File: config.mk
export PLATFORM = sky130hd
export DESIGN_NAME = matmul_feeder_flat
export DESIGN_NICKNAME = d
export VERILOG_FILES = /design/src/rtl/matmul_pkg.sv /design/src/rtl/matmul_feeder_if.sv /design/src/rtl/matmul_feeder_skew_select.sv /design/src/rtl/matmul_feeder.sv /design/src/flat_wrapper.sv
export SDC_FILE = /design/constraint.sdc
export NUM_CORES = 1
export LEC_CHECK = 0
export ABC_CLOCK_PERIOD_IN_PS = 14200
export CORE_ASPECT_RATIO = 1.5
export CORE_UTILIZATION = 55
export DETAILED_ROUTE_END_ITERATION = 10
export PLACE_DENSITY = 0.81
export SYNTH_ARGS = -nofsm -noshare
export SYNTH_HDL_FRONTEND = slang
export SYNTH_SLANG_ARGS = --single-unit
File: constraint.sdc
create_clock -name clk -period 14.2 [get_ports clk]
set_clock_uncertainty 0.05 [all_clocks]
set_input_delay 2.84 -clock clk [delete_from_list [all_inputs] [get_ports clk]]
set_output_delay 2.84 -clock clk [all_outputs]
set_load 0.01 [all_outputs]
File: src/rtl/matmul_pkg.sv
// Shared constants, state encoding and helpers for the 4x4 matmul feeder.
package matmul_pkg;

    localparam int DATA_W_DEFAULT = 32;
    localparam int N              = 4;
    localparam int CNT_W          = 4;

    // Last counter value of the data-carrying beats and of the zero-data tail.
    localparam logic [CNT_W-1:0] STREAM_LAST = 4'd7;
    localparam logic [CNT_W-1:0] FLUSH_LAST  = 4'd15;

    typedef enum logic [1:0] {
        IDLE   = 2'd0,
        START  = 2'd1,
        STREAM = 2'd2,
        FLUSH  = 2'd3
    } state_e;

    // Row-loaded mask layout: bits 3:0 are rows of A, bits 7:4 are rows of B.
    function automatic logic [2:0] mask_idx(input logic sel, input logic [1:0] row);
        return {sel, row};
    endfunction

endpackage

File: src/rtl/matmul_feeder_if.sv
// Row-load, control and array-feed bundle between a host and the feeder.
interface matmul_feeder_if #(
    parameter int DATA_W = 32
);
    logic                  load_valid;
    logic                  load_ready;
    logic                  load_sel;
    logic [1:0]            load_row;
    logic [4*DATA_W-1:0]   load_data;
    logic                  go;
    logic                  busy;
    logic                  done;
    logic                  go_err;
    logic                  input_start;
    logic [3:0]            counter;
    logic [4*DATA_W-1:0]   inA_flat;
    logic [4*DATA_W-1:0]   inB_flat;

    // Host side: loads rows, issues go, observes status and the array feed.
    modport master (
        output load_valid, load_sel, load_row, load_data, go,
        input  load_ready, busy, done, go_err, input_start, counter, inA_flat, inB_flat
    );

    // Feeder side.
    modport slave (
        input  load_valid, load_sel, load_row, load_data, go,
        output load_ready, busy, done, go_err, input_start, counter, inA_flat, inB_flat
    );
endinterface

File: src/rtl/matmul_feeder_skew_select.sv
// Per-beat diagonal skew: picks which A/B element each lane carries on a beat.
module skew_select
    import matmul_pkg::*;
#(
    parameter int DATA_W = DATA_W_DEFAULT
) (
    input  logic [CNT_W-1:0]                  beat_i,
    input  logic [N-1:0][N-1:0][DATA_W-1:0]   mat_a_i,
    input  logic [N-1:0][N-1:0][DATA_W-1:0]   mat_b_i,
    output logic [N*DATA_W-1:0]               lane_a_o,
    output logic [N*DATA_W-1:0]               lane_b_o
);

    // Lane i on beat c carries A[i][k] and B[k][i] with k = N - c + i, zero when k is out of range.
    always_comb begin
        int k;
        // NOTE: every output gets a default before the loop so no path leaves a latch behind.
        lane_a_o = '0;
        lane_b_o = '0;
        k        = 0;
        for (int i = 0; i < N; i++) begin
            k = N - int'(beat_i) + i;
            if (k >= 0 && k < N) begin
                lane_a_o[(N-1-i)*DATA_W +: DATA_W] = mat_a_i[i][k[1:0]];
                lane_b_o[(N-1-i)*DATA_W +: DATA_W] = mat_b_i[k[1:0]][i];
            end
        end
    end

endmodule

File: src/rtl/matmul_feeder.sv
// Stores A and B row by row, then streams them skewed into a 4x4 systolic array.
module matmul_feeder
    import matmul_pkg::*;
#(
    parameter int DATA_W = DATA_W_DEFAULT
) (
    input  logic            clk,
    input  logic            rst,
    matmul_feeder_if.slave  bus
);

    state_e                              state_q;
    logic [CNT_W-1:0]                    counter_q;
    logic                                start_cnt_q;
    logic                                input_start_q;
    logic                                busy_q;
    logic                                done_q;
    logic                                go_err_q;
    logic [2*N-1:0]                      mask_q;
    logic [N*DATA_W-1:0]                 in_a_q;
    logic [N*DATA_W-1:0]                 in_b_q;
    logic [N-1:0][N-1:0][DATA_W-1:0]     mat_a_q;
    logic [N-1:0][N-1:0][DATA_W-1:0]     mat_b_q;

    logic [CNT_W-1:0]                    next_beat_d;
    logic [N*DATA_W-1:0]                 lane_a;
    logic [N*DATA_W-1:0]                 lane_b;
    logic                                load_accept;

    assign load_accept = bus.load_valid && (state_q == IDLE);

    // The data registered alongside counter value c must be beat c, so the
    // skew is evaluated for the value the counter is about to take.
    assign next_beat_d = counter_q + 4'd1;

    skew_select #(.DATA_W(DATA_W)) u_skew (
        .beat_i   (next_beat_d),
        .mat_a_i  (mat_a_q),
        .mat_b_i  (mat_b_q),
        .lane_a_o (lane_a),
        .lane_b_o (lane_b)
    );

    // Matrix row storage, written only by accepted loads.
    // NOTE: the matrices carry no reset; the mask guards them, and leaving them
    // out of reset keeps them plain storage instead of a wide reset fan-out.
    always_ff @(posedge clk) begin
        if (!rst && load_accept) begin
            for (int j = 0; j < N; j++) begin
                if (bus.load_sel) begin
                    mat_b_q[bus.load_row][j] <= bus.load_data[(N-1-j)*DATA_W +: DATA_W];
                end else begin
                    mat_a_q[bus.load_row][j] <= bus.load_data[(N-1-j)*DATA_W +: DATA_W];
                end
            end
        end
    end

    // Control FSM with registered outputs; the mask is updated here so go sees its pre-load value.
    // NOTE: non-blocking assignments throughout, so every test of mask_q or
    // counter_q in this block reads the value from before this clock edge.
    always_ff @(posedge clk) begin
        if (rst) begin
            state_q       <= IDLE;
            counter_q     <= '0;
            start_cnt_q   <= 1'b0;
            input_start_q <= 1'b0;
            busy_q        <= 1'b0;
            done_q        <= 1'b0;
            go_err_q      <= 1'b0;
            mask_q        <= '0;
            in_a_q        <= '0;
            in_b_q        <= '0;
        end else begin
            done_q   <= 1'b0;
            go_err_q <= 1'b0;
            case (state_q)
                IDLE: begin
                    if (bus.go) begin
                        if (&mask_q) begin
                            state_q       <= START;
                            start_cnt_q   <= 1'b0;
                            input_start_q <= 1'b1;
                            busy_q        <= 1'b1;
                        end else begin
                            go_err_q <= 1'b1;
                        end
                    end
                    if (load_accept) begin
                        mask_q[mask_idx(bus.load_sel, bus.load_row)] <= 1'b1;
                    end
                end
                START: begin
                    if (start_cnt_q) begin
                        state_q       <= STREAM;
                        input_start_q <= 1'b0;
                        counter_q     <= next_beat_d;
                        in_a_q        <= lane_a;
                        in_b_q        <= lane_b;
                    end else begin
                        start_cnt_q <= 1'b1;
                    end
                end
                STREAM: begin
                    counter_q <= next_beat_d;
                    if (counter_q == STREAM_LAST) begin
                        state_q <= FLUSH;
                        in_a_q  <= '0;
                        in_b_q  <= '0;
                    end else begin
                        in_a_q <= lane_a;
                        in_b_q <= lane_b;
                    end
                end
                FLUSH: begin
                    if (counter_q == FLUSH_LAST) begin
                        state_q   <= IDLE;
                        counter_q <= '0;
                        busy_q    <= 1'b0;
                        done_q    <= 1'b1;
                    end else begin
                        counter_q <= next_beat_d;
                    end
                end
                default: state_q <= IDLE;
            endcase
        end
    end

    assign bus.load_ready  = (state_q == IDLE);
    assign bus.busy        = busy_q;
    assign bus.done        = done_q;
    assign bus.go_err      = go_err_q;
    assign bus.input_start = input_start_q;
    assign bus.counter     = counter_q;
    assign bus.inA_flat    = in_a_q;
    assign bus.inB_flat    = in_b_q;

endmodule
File: src/flat_wrapper.sv
// flat-port wrapper written by rule: the top's interface ports become plain ports
module matmul_feeder_flat import matmul_pkg::*;
#(
    parameter int DATA_W = DATA_W_DEFAULT
)
  (clk, rst, bus_load_valid, bus_load_sel, bus_load_row, bus_load_data, bus_go, bus_load_ready, bus_busy, bus_done, bus_go_err, bus_input_start, bus_counter, bus_inA_flat, bus_inB_flat);
  matmul_feeder_if #(.DATA_W(DATA_W)) bus_i ();
  input  logic clk;
  input  logic rst;
  input wire logic [$bits(bus_i.load_valid)-1:0] bus_load_valid;
  input wire logic [$bits(bus_i.load_sel)-1:0] bus_load_sel;
  input wire logic [$bits(bus_i.load_row)-1:0] bus_load_row;
  input wire logic [$bits(bus_i.load_data)-1:0] bus_load_data;
  input wire logic [$bits(bus_i.go)-1:0] bus_go;
  output wire logic [$bits(bus_i.load_ready)-1:0] bus_load_ready;
  output wire logic [$bits(bus_i.busy)-1:0] bus_busy;
  output wire logic [$bits(bus_i.done)-1:0] bus_done;
  output wire logic [$bits(bus_i.go_err)-1:0] bus_go_err;
  output wire logic [$bits(bus_i.input_start)-1:0] bus_input_start;
  output wire logic [$bits(bus_i.counter)-1:0] bus_counter;
  output wire logic [$bits(bus_i.inA_flat)-1:0] bus_inA_flat;
  output wire logic [$bits(bus_i.inB_flat)-1:0] bus_inB_flat;
  assign bus_i.load_valid = bus_load_valid;
  assign bus_i.load_sel = bus_load_sel;
  assign bus_i.load_row = bus_load_row;
  assign bus_i.load_data = bus_load_data;
  assign bus_i.go = bus_go;
  assign bus_load_ready = bus_i.load_ready;
  assign bus_busy = bus_i.busy;
  assign bus_done = bus_i.done;
  assign bus_go_err = bus_i.go_err;
  assign bus_input_start = bus_i.input_start;
  assign bus_counter = bus_i.counter;
  assign bus_inA_flat = bus_i.inA_flat;
  assign bus_inB_flat = bus_i.inB_flat;
  matmul_feeder #(.DATA_W(DATA_W)) u_core (.clk(clk), .rst(rst), .bus(bus_i));
endmodule
==> flow_metrics.tcl, run 1 <==
set metrics [dict create \
    clock_path_buffers 3 \
    cp_data_required_time_ns 14.79 \
    rsz0062_at_grt "no" \
    worstSetupStartpointType "register" \
    drv_cap 0 \
    io_pins 400 \
    numPortBuffers 399 \
    grt_pass1_wl_mm 174.3 \
    coreArea_mm2 0.08654 \
    arrival_ns 6.99 \
    htree_levels 3 \
    grt-ovfl-total 0 \
    power_density_mw_per_mm2 129.6 \
    dp_hpwl_mm 72.99 \
    antenna_left 0 \
    synth_top_cell_area_share_pct 63.75 \
    cts_setup_buffers 0 \
    setup_viol 0 \
    hold_path.class "reg2reg" \
    drtIter0Drc 2791 \
    drive_gt1_share_pct 17.01 \
    finish.net_count 3017 \
    areaGrowthSynthToFinish_pct 18.35 \
    synth_area_leaders "edfxtp_1 64%, mux4_2 12%, dfxtp_1 11%" \
    whs_ns 0.4169 \
    vias 25870 \
    antenna_found_initial 9 \
    rows 132 \
    yosys_warnings 0 \
    firstDrtPassIters 6 \
    finalCriticalPeriod_ns 6.402 \
    power.leakage_nw 18.29 \
    synth_area_leader_cell "edfxtp_1" \
    cts_buffers 110 \
    vias_per_cell 6.321 \
    cp_cell_sequence "inv_2, ha_4, a21oi_1, a211o_1, a2111o_1, nand2_1, inv_1, ha_1, a21oi_4, ha_1, nor4bb_1, nand3_1, a211o_1, a211oi_4, buf_4, a22o_1" \
    yosys_most_used_dff "edfxtp_1" \
    ctsRootBufferMaster "clkbuf_16" \
    critPathSlowestCell "ha_4" \
    peakVddDrop_v 0.0001008 \
    grt_usage_pct 27.01 \
    place_congestion 0.8156 \
    syn_area_mm2 0.04824 \
    die_h_um 364.7 \
    ys_ff_latch 1299 \
    slew_violations 0 \
    max_freq_ghz 0.1562 \
    place_worst_setup_slack_ns 7.329 \
    synth_edf_count 1024 \
    power.total_mw 7.397 \
    grt_start_max_net_pins 88 \
    async_flop_share_pct 0 \
    ys_types 60 \
    wl_mm 120.2 \
    netlist_instances 2468 \
    post_synth.cell_area_avg_um2 19.54 \
    synth_seq_area_share_pct 75.16 \
    worstMarginPinSlew_ns 1.417 \
    fin_ws_ns 7.798 \
    cp_max_fo 71 \
    numClockSinks 1299 \
    die_area_mm2 0.08891 \
    holdBufCountCts 0 \
    cp.buffers_inverters 3 \
    clk_latency_ns 0.71 \
    post_cts_resized 0 \
    finalSetupTns_ns 0 \
    critPathMaxStageDelay_ns 1.04 \
    avgRoutedWirePerCell_um 29.37 \
    grt_pass1_vias 26640 \
    crit_type "reg2reg" \
    syn-num-nets 2631 \
    final_util_pct 65.96 \
    cpLargestDelayFamily "compound AO/OA/AOI/OAI gates" \
    status "finished, final reports clean" \
    path_clk_slew_ns 0.07 \
    drcViolationCount 0 \
    tritoncts "yes" \
    hold_viol 0 \
    slew_headroom_pct 5.518 \
    period_share_pct 45.08 \
    end_kind "register" \
    die_w_um 243.8 \
    initial_core_util_pct 55.74 \
]
==> kinds of logic after synthesis <==
group	after synthesis	synth area share [%]
and+or+nand+nor	403	4.830
AOI/OAI and AO/OA	293	5.447
buffers and inverters	176	1.590
xor gates and xnor gates	9	0.2101
DFF	1299	75.16
adders and majority gates	28	0.7263
muxes	260	12.04
==> cells in the mapped netlist (all sizes together) (3+ instances only) <==
library cell     n
a211o            3
a21o             9
a21oi            7
a22o            64
a22oi           64
a32o           128
and2           258
and4             3
buf             45
clkbuf         119
dfxtp          275
edfxtp        1024
ha              28
inv             12
mux2i            4
mux4           256
nand2           16
nand2b           3
nand3            5
nand4            4
nor2            83
nor2b            5
nor3             7
nor3b            3
nor4             3
o21ai            6
xnor2            8
==> routing by layer <==
metal  track usage [%]  wire, µm  vias to the layer above
met5                 0        82                        -
li1                  -         -                    10730
met2             45.50     61310                     1370
met1             33.64     43500                    13490
met3             5.662     10030                      258
met4             12.54      5253                       12
==> worst paths after layout <==
| path | cells past startpoint | slack [ns] | endpoint | start |
|---|---|---|---|---|
| worst max-delay path | 16 | 7.80 | u_core.bus.inA_flat[0]$_SDFFE_PP0P_ | u_core.bus.counter[0]$_SDFFE_PP0P_ |
| worst min-delay path | 1 | 0.42 | u_core.bus.inB_flat[33]$_SDFFE_PP0P_ | u_core.bus.inB_flat[33]$_SDFFE_PP0P_ |
| worst max register to register | 16 | 7.80 | u_core.bus.inA_flat[0]$_SDFFE_PP0P_ | u_core.bus.counter[0]$_SDFFE_PP0P_ |
| worst min register to register | 1 | 0.42 | u_core.bus.inB_flat[33]$_SDFFE_PP0P_ | u_core.bus.inB_flat[33]$_SDFFE_PP0P_ |
==> cell usage in the layout, fill, tap and decap left out, drive strengths merged, types with 2 or more instances in the layout <==
cell	count
a211o	3
a211oi	2
a21o	9
a21oi	7
a22o	64
a22oi	64
a32o	128
and2	258
and3	2
and4	3
buf	40
bufinv	12
clkbuf	151
clkdlybuf4s50	398
clkinv	37
clkinvlp	3
dfxtp	275
diode	2
edfxtp	1024
ha	28
inv	18
mux2i	4
mux4	256
nand2	16
nand2b	3
nand3	5
nand4	4
nand4b	2
nor2	83
nor2b	5
nor3	7
nor3b	3
nor4	3
nor4bb	2
o211ai	2
o21ai	6
or4b	2
xnor2	8
==> layout make-up <==
class,instances,area (µm²)
sequential,1299,36260
fill,5473,29460
multi-input combinational,993,11350
timing repair buffer,438,4284
clock buffer,151,3078
tap,1139,1425
clock inverter,58,636.9
inverter,12,45.04
antenna,2,5.005
==> worst reg2reg max path, cell delays in order, from the launching register on <==
cell	delay, ns
dfxtp_4	0.77
inv_2	0.19
ha_4	1.05
a21oi_1	0.16
a211o_1	0.34
a2111o_1	0.51
nand2_1	0.13
inv_1	0.07
ha_1	0.25
a21oi_4	0.19
ha_1	0.16
nor4bb_1	0.48
nand3_1	0.15
a211o_1	0.29
a211oi_4	0.43
buf_4	0.84
a22o_1	0.29
==> state kept, by name (all words and copies together) (netlist names) <==
| signal | cells |
|---|---|
| u_core.mat_a_q | 512 |
| u_core.mat_b_q | 512 |
| u_core.bus.inA_flat | 128 |
| u_core.bus.inB_flat | 128 |
| u_core.mask_q | 8 |
| u_core.bus.counter | 4 |
| u_core.state_q | 2 |
| u_core.bus.busy | 1 |
| u_core.bus.done | 1 |
| u_core.bus.go_err | 1 |
| u_core.bus.input_start | 1 |
| u_core.start_cnt_q | 1 |
==> through the flow <==
step,cells,instance area [µm²]
5_1_grt,4092,57090
3_3_place_gp,3881,53370
3_5_place_dp,3881,53370
4_1_cts,4090,57080
2_1_floorplan,2468,48240
6_report,4092,57090
==> report_power, final <==
part | internal (mW) | switching (mW) | leakage (nW) | total (mW)
Clock | 1.74 | 1.34 | 1.83 | 3.08
Sequential | 4.13 | 0.00914 | 11.6 | 4.14
Combinational | 0.0562 | 0.116 | 4.90 | 0.173
Total | 5.93 | 1.47 | 18.3 | 7.40
(Power assumes the default switching activity.)
==> run 2, diff against run 1 <==
Settings changed: ABC_CLOCK_PERIOD_IN_PS 14200 to 5990.
Clock period 14.2 ns to 5.99 ns, I/O delays scaled along.
==> run 2 against run 1 <==
- wire length up 2.0%
- sequential power up 140%
- critical path depth decreased by 2
- register-to-register slack got worse by 6.8 ns
- critical path type unchanged
==> flow_metrics.tcl, run 2 (synthesized netlist as in run 1, its figures left out) <==
set metrics [dict create \
    worstMarginPinSlew_ns 1.233 \
    fin_ws_ns 0.9759 \
    clock_path_buffers 3 \
    firstDrtPassIters 5 \
    arrival_ns 5.61 \
    slew_headroom_pct 17.77 \
    cpLargestDelayFamily "buffers and inverters" \
    peakVddDrop_v 0.0002536 \
    status "finished, final reports clean" \
    whs_ns 0.4117 \
    cp_max_fo 64 \
    max_freq_ghz 0.1994 \
    antenna_found_initial 1 \
    final_util_pct 66.46 \
    critPathMaxStageDelay_ns 0.80 \
    cts_buffers 112 \
    drive_gt1_share_pct 17.59 \
    dp_hpwl_mm 71.69 \
    power_density_mw_per_mm2 310.9 \
    cp_data_required_time_ns 6.59 \
    cp.buffers_inverters 3 \
    finish.net_count 3022 \
    htree_levels 3 \
    diodes 0 \
    ctsRootBufferMaster "clkbuf_16" \
    cp_cell_sequence "buf_4, xnor2_1, ha_1, nand2_1, inv_1, ha_1, a21oi_4, ha_1, nor4bb_1, nand3_1, a211o_1, a211oi_4, buf_12, a22o_1" \
    layout_commonest_cell "edfxtp_1" \
    grt_pass1_wl_mm 177.1 \
    cts_setup_buffers 0 \
    critPathSlowestCell "dfxtp_4" \
    grt_pass1_vias 26990 \
    finalSetupTns_ns 0 \
    crit_top_cell "ha_1" \
    power.leakage_nw 18.43 \
    reg_top3 "u_core.mat_a_q: 512 flops, u_core.mat_b_q: 512 flops" \
    finalCriticalPeriod_ns 5.014 \
    avgRoutedWirePerCell_um 29.93 \
    slew_violations 0 \
    hold_viol 0 \
    wl_mm 122.6 \
    vias_per_cell 6.379 \
    grt_start_max_net_pins 133 \
    numPortBuffers 399 \
    holdBufCountCts 0 \
    antenna_left 0 \
    power.total_mw 17.88 \
    drv_cap 0 \
    setup_viol 0 \
    grt_usage_pct 27.58 \
    drtIter0Drc 2743 \
    die_area_mm2 0.08891 \
    crit_type "reg2reg" \
    drcViolationCount 0 \
    final_cell_mix "1024 x edfxtp_1, 398 x clkdlybuf4s50_1, 274 x dfxtp_1, 256 x and2_1, 256 x mux4_2" \
    grt-ovfl-total 0 \
    rows 132 \
    rsz0062_at_grt "no" \
    die_w_um 243.8 \
    numClockSinks 1299 \
    path_clk_slew_ns 0.06 \
    io_pins 400 \
    end_kind "register" \
    areaGrowthSynthToFinish_pct 19.24 \
    place_congestion 0.8235 \
    tritoncts "yes" \
    worstSetupStartpointType "register" \
    vias 26130 \
    coreArea_mm2 0.08654 \
    die_h_um 364.7 \
    hold_path.class "reg2reg" \
    place_worst_setup_slack_ns 0.9435 \
    post_cts_resized 0 \
    clk_latency_ns 0.73 \
    period_share_pct 83.71 \
    initial_core_util_pct 55.74 \
    fillers 5510 \
]
==> run 2: worst paths after layout <==
check	start	endpoint	slack [ns]	cells past startpoint
worst max-delay path	u_core.bus.counter[0]$_SDFFE_PP0P_	u_core.bus.inB_flat[5]$_SDFFE_PP0P_	0.98	14
worst max register to register	u_core.bus.counter[0]$_SDFFE_PP0P_	u_core.bus.inB_flat[5]$_SDFFE_PP0P_	0.98	14
worst min register to register	u_core.mask_q[4]$_SDFFE_PP0P_	u_core.mask_q[4]$_SDFFE_PP0P_	0.41	1
worst min-delay path	u_core.mask_q[4]$_SDFFE_PP0P_	u_core.mask_q[4]$_SDFFE_PP0P_	0.41	1
==> run 2: report_power, final <==
group          switching, mW  internal [mW]  leakage, nW
clock                   3.28           4.38         1.90
sequential            0.0214           9.79         11.6
combinational          0.278          0.139         4.97
total                   3.58           14.3         18.4
==> run 2: area by class of cell <==
type	instances	area, µm²	area share, %
tap	1139	1425	2.478
inverter	12	45.04	0.07831
clock inverter	59	787.0	1.368
multi-input combinational	993	11370	19.76
timing repair buffer	441	4507	7.835
clock buffer	153	3129	5.440
sequential	1299	36260	63.04
==> run 2: metrics by stage <==
step,std cells,instance area [µm²]
6_report,4096,57520
5_1_grt,4096,57520
4_1_cts,4096,57520
3_5_place_dp,3884,53600
3_3_place_gp,3884,53600
2_1_floorplan,2468,48260
==> run 2: routing by layer <==
metal  global-route usage, %  vias up  part of all wire (%)
met5                       0        -                 0.011
met4                   12.27        2                   4.2
met3                   5.280      243                   9.0
met2                   47.52     1547                    52
met1                   33.97    13580                    35
li1                        -    10760                     -
